$ cat config.mk
export PLATFORM = sky130hd
export DESIGN_NAME = accel_run_ctrl
export DESIGN_NICKNAME = d
export VERILOG_FILES = /design/src/rtl/accel_run_ctrl.sv
export SDC_FILE = /design/constraint.sdc
export NUM_CORES = 1
export LEC_CHECK = 0
export BUFFER_PORTS_ARGS = -buffer_cell sky130_fd_sc_hd__buf_4
export CORE_UTILIZATION = 40
export CTS_BUF_LIST = sky130_fd_sc_hd__clkbuf_2 sky130_fd_sc_hd__clkbuf_4 sky130_fd_sc_hd__clkbuf_8
export DETAILED_ROUTE_END_ITERATION = 10
export REMOVE_ABC_BUFFERS = 1
export SLEW_MARGIN = 20
export SYNTH_ARGS = -nofsm -noshare
export SYNTH_HDL_FRONTEND = slang
export SYNTH_SLANG_ARGS = --single-unit
export TNS_END_PERCENT = 10
$ cat constraint.sdc
create_clock -name i_clk -period 2.8 [get_ports i_clk]
set_clock_uncertainty 0.15 [all_clocks]
set_input_delay 0.42 -clock i_clk [delete_from_list [all_inputs] [get_ports i_clk]]
set_output_delay 0.42 -clock i_clk [all_outputs]
set_load 0.05 [all_outputs]
$ cat src/rtl/accel_run_ctrl.sv
// Run controller for the accelerator: loads weight/ifmap scratchpads from the
// host, sequences per-channel route passes and buffers ofmap results in a FIFO.
module accel_run_ctrl #(
   parameter int SRAM_DATA_WIDTH = 64,
   parameter int ADDR_WIDTH      = 8,
   parameter int DATA_WIDTH      = 8,
   parameter int OFIFO_DEPTH     = 8,
   parameter int CYC_WIDTH       = 32,
   parameter int TIMEOUT         = 65535
) (
   input  logic                       i_clk,
   input  logic                       i_rst,
   input  logic                       i_start,
   input  logic [ADDR_WIDTH-1:0]      i_w_words,
   input  logic [ADDR_WIDTH-1:0]      i_i_words,
   input  logic [ADDR_WIDTH-1:0]      i_c_size,
   input  logic [SRAM_DATA_WIDTH-1:0] i_ld_data,
   input  logic                       i_ld_valid,
   output logic                       o_ld_ready,
   output logic [SRAM_DATA_WIDTH-1:0] o_acc_data_in,
   output logic [ADDR_WIDTH-1:0]      o_acc_write_addr,
   output logic                       o_acc_spad_select,
   output logic                       o_acc_write_en,
   output logic                       o_acc_reg_clear,
   output logic                       o_acc_route_en,
   output logic [ADDR_WIDTH-1:0]      o_acc_i_addr_end,
   output logic [ADDR_WIDTH-1:0]      o_acc_i_c,
   input  logic [2*DATA_WIDTH-1:0]    i_acc_ofmap,
   input  logic                       i_acc_ofmap_valid,
   input  logic                       i_acc_done,
   output logic [2*DATA_WIDTH-1:0]    o_out_data,
   output logic                       o_out_valid,
   input  logic                       i_out_ready,
   output logic                       o_busy,
   output logic                       o_done,
   output logic [CYC_WIDTH-1:0]       o_cycles,
   output logic                       o_overflow,
   output logic                       o_timeout
);

   localparam int OW = 2 * DATA_WIDTH;
   localparam int PW = (OFIFO_DEPTH > 1) ? $clog2(OFIFO_DEPTH) : 1;
   localparam int TW = $clog2(TIMEOUT + 1) + 1;
   localparam logic [TW-1:0] PASS_LAST = TW'(TIMEOUT - 1);

   typedef enum logic [2:0] {
      IDLE, LOAD_W, LOAD_I, SETTLE, CLEAR, ROUTE, GAP, FINISH
   } state_t;

   state_t                state;
   logic [ADDR_WIDTH-1:0] w_words;
   logic [ADDR_WIDTH-1:0] i_words;
   logic [ADDR_WIDTH-1:0] c_size;
   logic [ADDR_WIDTH-1:0] addr;
   logic [ADDR_WIDTH:0]   ch_next;
   logic                  settle_cnt;
   logic [TW-1:0]         pass_cnt;
   logic                  start_ok;

   // Handshake: a load word transfers on a rising edge where i_ld_valid and
   // o_ld_ready are both high; an ofmap pops where o_out_valid and i_out_ready are.
   assign o_acc_write_en   = o_ld_ready & i_ld_valid;
   assign o_acc_data_in    = o_ld_ready ? i_ld_data : '0;
   assign o_acc_write_addr = addr;
   assign ch_next          = {1'b0, o_acc_i_c} + (ADDR_WIDTH + 1)'(1);
   assign start_ok         = (state == IDLE) && i_start;

   always_ff @(posedge i_clk) begin
      if (i_rst) begin
         state             <= IDLE;
         w_words           <= '0;
         i_words           <= '0;
         c_size            <= '0;
         addr              <= '0;
         settle_cnt        <= 1'b0;
         pass_cnt          <= '0;
         o_ld_ready        <= 1'b0;
         o_acc_spad_select <= 1'b0;
         o_acc_reg_clear   <= 1'b0;
         o_acc_route_en    <= 1'b0;
         o_acc_i_addr_end  <= '0;
         o_acc_i_c         <= '0;
         o_busy            <= 1'b0;
         o_done            <= 1'b0;
         o_cycles          <= '0;
         o_timeout         <= 1'b0;
      end else begin
         case (state)
            IDLE: begin
               if (i_start) begin
                  w_words           <= i_w_words;
                  i_words           <= i_i_words;
                  c_size            <= i_c_size;
                  o_cycles          <= '0;
                  o_timeout         <= 1'b0;
                  o_acc_i_c         <= '0;
                  addr              <= '0;
                  o_acc_spad_select <= 1'b0;
                  o_ld_ready        <= 1'b1;
                  o_busy            <= 1'b1;
                  state             <= LOAD_W;
               end
            end
            LOAD_W: begin
               if (i_ld_valid) begin
                  if (addr == w_words - ADDR_WIDTH'(1)) begin
                     addr              <= '0;
                     o_acc_spad_select <= 1'b1;
                     state             <= LOAD_I;
                  end else begin
                     addr <= addr + ADDR_WIDTH'(1);
                  end
               end
            end
            LOAD_I: begin
               if (i_ld_valid) begin
                  if (addr == i_words - ADDR_WIDTH'(1)) begin
                     addr              <= '0;
                     o_acc_spad_select <= 1'b0;
                     o_ld_ready        <= 1'b0;
                     o_acc_i_addr_end  <= i_words - ADDR_WIDTH'(1);
                     settle_cnt        <= 1'b0;
                     state             <= SETTLE;
                  end else begin
                     addr <= addr + ADDR_WIDTH'(1);
                  end
               end
            end
            SETTLE: begin
               if (settle_cnt) begin
                  o_acc_reg_clear <= 1'b1;
                  state           <= CLEAR;
               end else begin
                  settle_cnt <= 1'b1;
               end
            end
            CLEAR: begin
               o_acc_reg_clear <= 1'b0;
               o_acc_route_en  <= 1'b1;
               pass_cnt        <= '0;
               state           <= ROUTE;
            end
            ROUTE: begin
               if (o_cycles != '1) o_cycles <= o_cycles + CYC_WIDTH'(1);
               pass_cnt <= pass_cnt + TW'(1);
               // A done in the same cycle the pass budget runs out still counts as a clean pass.
               if (i_acc_done) begin
                  o_acc_route_en <= 1'b0;
                  state          <= GAP;
               end else if (pass_cnt >= PASS_LAST) begin
                  o_acc_route_en <= 1'b0;
                  o_timeout      <= 1'b1;
                  o_done         <= 1'b1;
                  state          <= FINISH;
               end
            end
            GAP: begin
               if (ch_next < {1'b0, c_size}) begin
                  o_acc_i_c      <= ch_next[ADDR_WIDTH-1:0];
                  o_acc_route_en <= 1'b1;
                  pass_cnt       <= '0;
                  state          <= ROUTE;
               end else begin
                  o_done <= 1'b1;
                  state  <= FINISH;
               end
            end
            FINISH: begin
               o_done <= 1'b0;
               o_busy <= 1'b0;
               state  <= IDLE;
            end
            default: state <= IDLE;
         endcase
      end
   end

   logic [OW-1:0] mem [OFIFO_DEPTH];
   logic [PW-1:0] wr_ptr;
   logic [PW-1:0] rd_ptr;
   logic [PW:0]   count;
   logic          full;
   logic          push;
   logic          pop;

   // A pop frees the slot in the same cycle, so a full FIFO still takes a push then.
   assign full        = (count == (PW + 1)'(OFIFO_DEPTH));
   assign pop         = (count != '0) && i_out_ready;
   assign push        = i_acc_ofmap_valid && (!full || pop);
   assign o_out_valid = (count != '0);
   assign o_out_data  = (count != '0) ? mem[rd_ptr] : '0;

   always_ff @(posedge i_clk) begin
      if (i_rst) begin
         wr_ptr     <= '0;
         rd_ptr     <= '0;
         count      <= '0;
         o_overflow <= 1'b0;
      end else begin
         if (push) wr_ptr <= wr_ptr + PW'(1);
         if (pop) rd_ptr <= rd_ptr + PW'(1);
         case ({push, pop})
            2'b10:   count <= count + (PW + 1)'(1);
            2'b01:   count <= count - (PW + 1)'(1);
            default: count <= count;
         endcase
         if (start_ok) o_overflow <= 1'b0;
         if (i_acc_ofmap_valid && !push) o_overflow <= 1'b1;
      end
   end

   always_ff @(posedge i_clk) begin
      if (push) mem[wr_ptr] <= i_acc_ofmap;
   end

endmodule
==> metrics.md <==
| Metric | Value |
|---|---|
| Status | `complete, but fails checks` |
| Failing checks | `setup timing` |
| Dpl cells | `between 1,500 and 2,000` |
| Critical Path Start | `o_acc_i_c[1]$_SDFFE_PP0P_` |
| Slew Limit Fails | `0` |
| Largest family of logic cells by synthesized area | `simple AND/OR/NAND/NOR gates` |
| Synth-to-Final Area Change | `35.13%` |
| First-pass GRT wire length | `roughly 48,000 µm` |
| Worst setup EP type | `flop` |
| Clock Root Buffer | `clkbuf_8` |
| FP Rows | `between 60 and 70` |
| Via-to-Cell Ratio | `about 5` |
| GRT Util Overall | `between 10% and 20%` |
| Die H | `173.3 µm` |
| Worst Hold Launch | `i_acc_done` |
| MaxCap Viol Count | `0` |
| Drt drc | `0` |
| Post-Synth Simple-Gate Area | `20.19%` |
| Slew HR | `between 50% and 60%` |
| RR Startpoint | `o_acc_i_c[1]$_SDFFE_PP0P_` |
| Initial antenna violation count | `0` |
| Final Hold Viols | `0` |
| Clk_lat worst skew | `approximately 0.57 ns` |
| Syn avg cell area | `around 11 µm²` |
| CTS Sinks | `250` |
| Avg WL per Cell | `16.46 µm` |
| PD cells | `approximately 710 nW/µm²` |
| Final worst slack | `-0.2445 ns` |
| DRT antenna net count | `0` |
| Ports | `257` |
| 1st-pass router iterations | `4` |
| Top FF cell, synth | `edfxtp_1` |
| CTS Buf Count | `44` |
| Slowest cell on the critical path | `a221o_2` |
| Crit path buf inv count | `0` |
| Mapped Cells | `about 1,100` |
| Max incr delay on CP | `slightly below 0.4 ns` |
| Adder-Cell Fraction of Synth Area | `about 2.2%` |
| Vias in the first global route | `9,111` |
| Starting Density | `between 40% and 50%` |
| Vias post-DR | `between 9,000 and 10,000` |
| Post-synthesis mux area share | `~7.8%` |
| Worst VDD drop | `0.3236 mV` |
| Cell family with most CP delay | `compound AO/OA/AOI/OAI gates` |
| GR Overflow Total | `0` |
| Post-synth EDFFs | `between 100 and 150` |
| Synth warnings | `0` |
| Setup TNS | `-3.675 ns` |
| Yosys reg bits | `250` |
| Share of cells above drive strength 1 | `approximately a third` |
| Post-Synth XOR/XNOR Area | `under 10%` |
| Max clock buf depth | `3` |
| Fin nets | `1,534` |
| Die Width | `approximately 170 µm` |
| CTS tree | `built` |
| Fin cells | `approximately 1,800` |
| Max Freq | `0.3285 GHz` |
| Power Total | `~11 mW` |
| CP dominant cell by count | `and3_4` |
| Post-synth cell types | `71` |
| Commonest non-fill, non-tap cells in the layout | `buf_4 (289), edfxtp_1 (128), nor2_1 (117), dfxtp_1 (117), nand2_1 (101)` |
| Worst hold path class | `primary input to flop` |
| Fin util | `between 50% and 60%` |
| CP startpoint kind | `flop` |
| Worst-margin pin slew | `between 0.6 and 0.7 ns` |
| Worst endpoint required time | `about 3.2 ns` |
| Htree depth | `2` |
| IO Port Bufs | `roughly 260` |
| CP Max Fanout | `3` |
| GP Congestion | `0.7708` |
| Hpwl dp | `approximately 20,000 µm` |
| Pin count of the biggest net entering global routing | `between 60 and 70` |
| Reg clk slew, reported paths | `approximately 0.060 ns` |
| Initial DRC Count | `~400` |
| Commonest non-fill, non-tap cell in the layout | `buf_4` |
| RSZ-0062 raised after global routing | `yes` |
| DIE AREA | `about 30,000 µm²` |
| Core Area | `approximately 29,000 µm²` |
| Final wirelength | `29,970 µm` |
| Arrival @ worst endpoint | `around 3.4 ns` |
| Final setup viols | `25` |
| Seq/Total Area, Yosys | `a little over half` |
| CP Cell Sequence | `ha_4, and3_4, and3_4, xor2_1, ha_1, a21o_2, a221o_2, o31ai_4, nand4_1, or3_1, a21oi_2` |
| Crit path kind | `flop to flop` |
| Mapped Area | `approximately 12,000 µm²` |
| Compound-Gate Fraction of Synth Area | `under 10%` |
| P_leak | `about 6.2 nW` |
| Fin crit share | `108.7%` |
| Tmin final | `~3 ns` |
| Async S/R FF share, synth | `0%` |
-- tightest hold or removal path, stage by stage --
cell	delay (ns)
buf_4	0.11
nor2_1	0.04
o21ai_0	0.13
nor4_1	0.04
-- per-stage QoR --
stage,hold WS [ns],worst slack (ns),instance area [µm²]
detailed placement,0.2979,-0.3593,14320
finish,0.07489,-0.2445,15860
CTS,0.03693,-0.2975,15750
floorplan,0.2776,-0.9405,11480
global route,0.09580,-0.3770,15860
global placement,0.2952,-0.2920,14320
-- where the power goes --
group / switching (mW) / leakage [nW] / total [mW] / internal, mW
clock: 1.52 / 0.484 / 3.44 / 1.92
combinational: 2.26 / 3.51 / 3.71 / 1.45
sequential: 0.127 / 2.15 / 4.14 / 4.01
total: 3.91 / 6.15 / 11.3 / 7.37
-- synth_stat cells (12+ instances only) --
cell | count | area (µm²)
edfxtp_1 | 128 | 3844
xor2_1 | 36 | 315.3
o21ai_0 | 25 | 125.1
mux4_2 | 32 | 720.7
and4_1 | 13 | 113.9
clkbuf_1 | 34 | 127.6
mux2i_1 | 20 | 200.2
and2_1 | 75 | 469.2
nand4_1 | 16 | 100.1
dfxtp_1 | 122 | 2442
ha_1 | 19 | 237.7
nor2_1 | 119 | 446.7
xnor2_1 | 36 | 315.3
buf_1 | 12 | 45.04
a21oi_1 | 58 | 290.3
nand3_1 | 30 | 150.1
nor3_1 | 15 | 75.07
inv_1 | 26 | 97.59
nand2_1 | 102 | 382.9
-- cells by family after synthesis --
logic type / count (synthesis)
compound gates: 134
xor+xnor: 74
fa+ha+maj: 20
buf+inv: 83
flops: 250
mux: 52
simple gates: 449
-- cell type report --
| type | count | area [µm²] |
|---|---|---|
| inverter | 26 | 97.59 |
| clock inverter | 16 | 118.9 |
| clock buffer | 63 | 785.8 |
| multi-input combinational | 729 | 5202 |
| timing repair buffer | 352 | 2872 |
| antenna | 1 | 2.502 |
| tap | 384 | 480.5 |
| fill | 2579 | 12920 |
| sequential | 250 | 6300 |
-- registers in the layout, indices dropped and copies added, names as in the netlist, 3 cells and up, named ones only --
signal	count
mem	128
o_acc_i_addr_end	8
rd_ptr	3
i_words	8
wr_ptr	3
state	3
count	4
o_cycles	32
o_acc_i_c	8
w_words	8
c_size	8
o_acc_write_addr	8
pass_cnt	17
-- path summary, 6_finish.rpt --
check | endpoint | slack, ns | depth (start not counted)
setup / recovery | pass_cnt[14]$_SDFFE_PP0P_ | -0.24 | 11
hold / removal | state[0]$_SDFFE_PP0P_ | 0.07 | 4
setup reg to reg | pass_cnt[14]$_SDFFE_PP0P_ | -0.24 | 11
hold reg to reg | c_size[2]$_SDFFE_PP0P_ | 0.30 | 2
-- metal layers --
layer | vias up | track usage [%] | part of all wire [%]
met3 | 40 | 3.421 | 4.3
li1 | 4488 | - | -
met5 | - | 0 | 0
met2 | 180 | 34.14 | 49
met4 | 0 | 5.752 | 1.6
met1 | 4316 | 25.89 | 45
-- what timing repair did --
item,4_1_cts,5_1_grt
gates cloned,1,0
gates resized for setup,21,27
hold endpoints to repair,153,0
setup endpoints to repair,29,43
hold buffers,41,0
setup buffers,4,2
pin swaps,12,5
No activity file was read; power rests on OpenSTA's default activity.
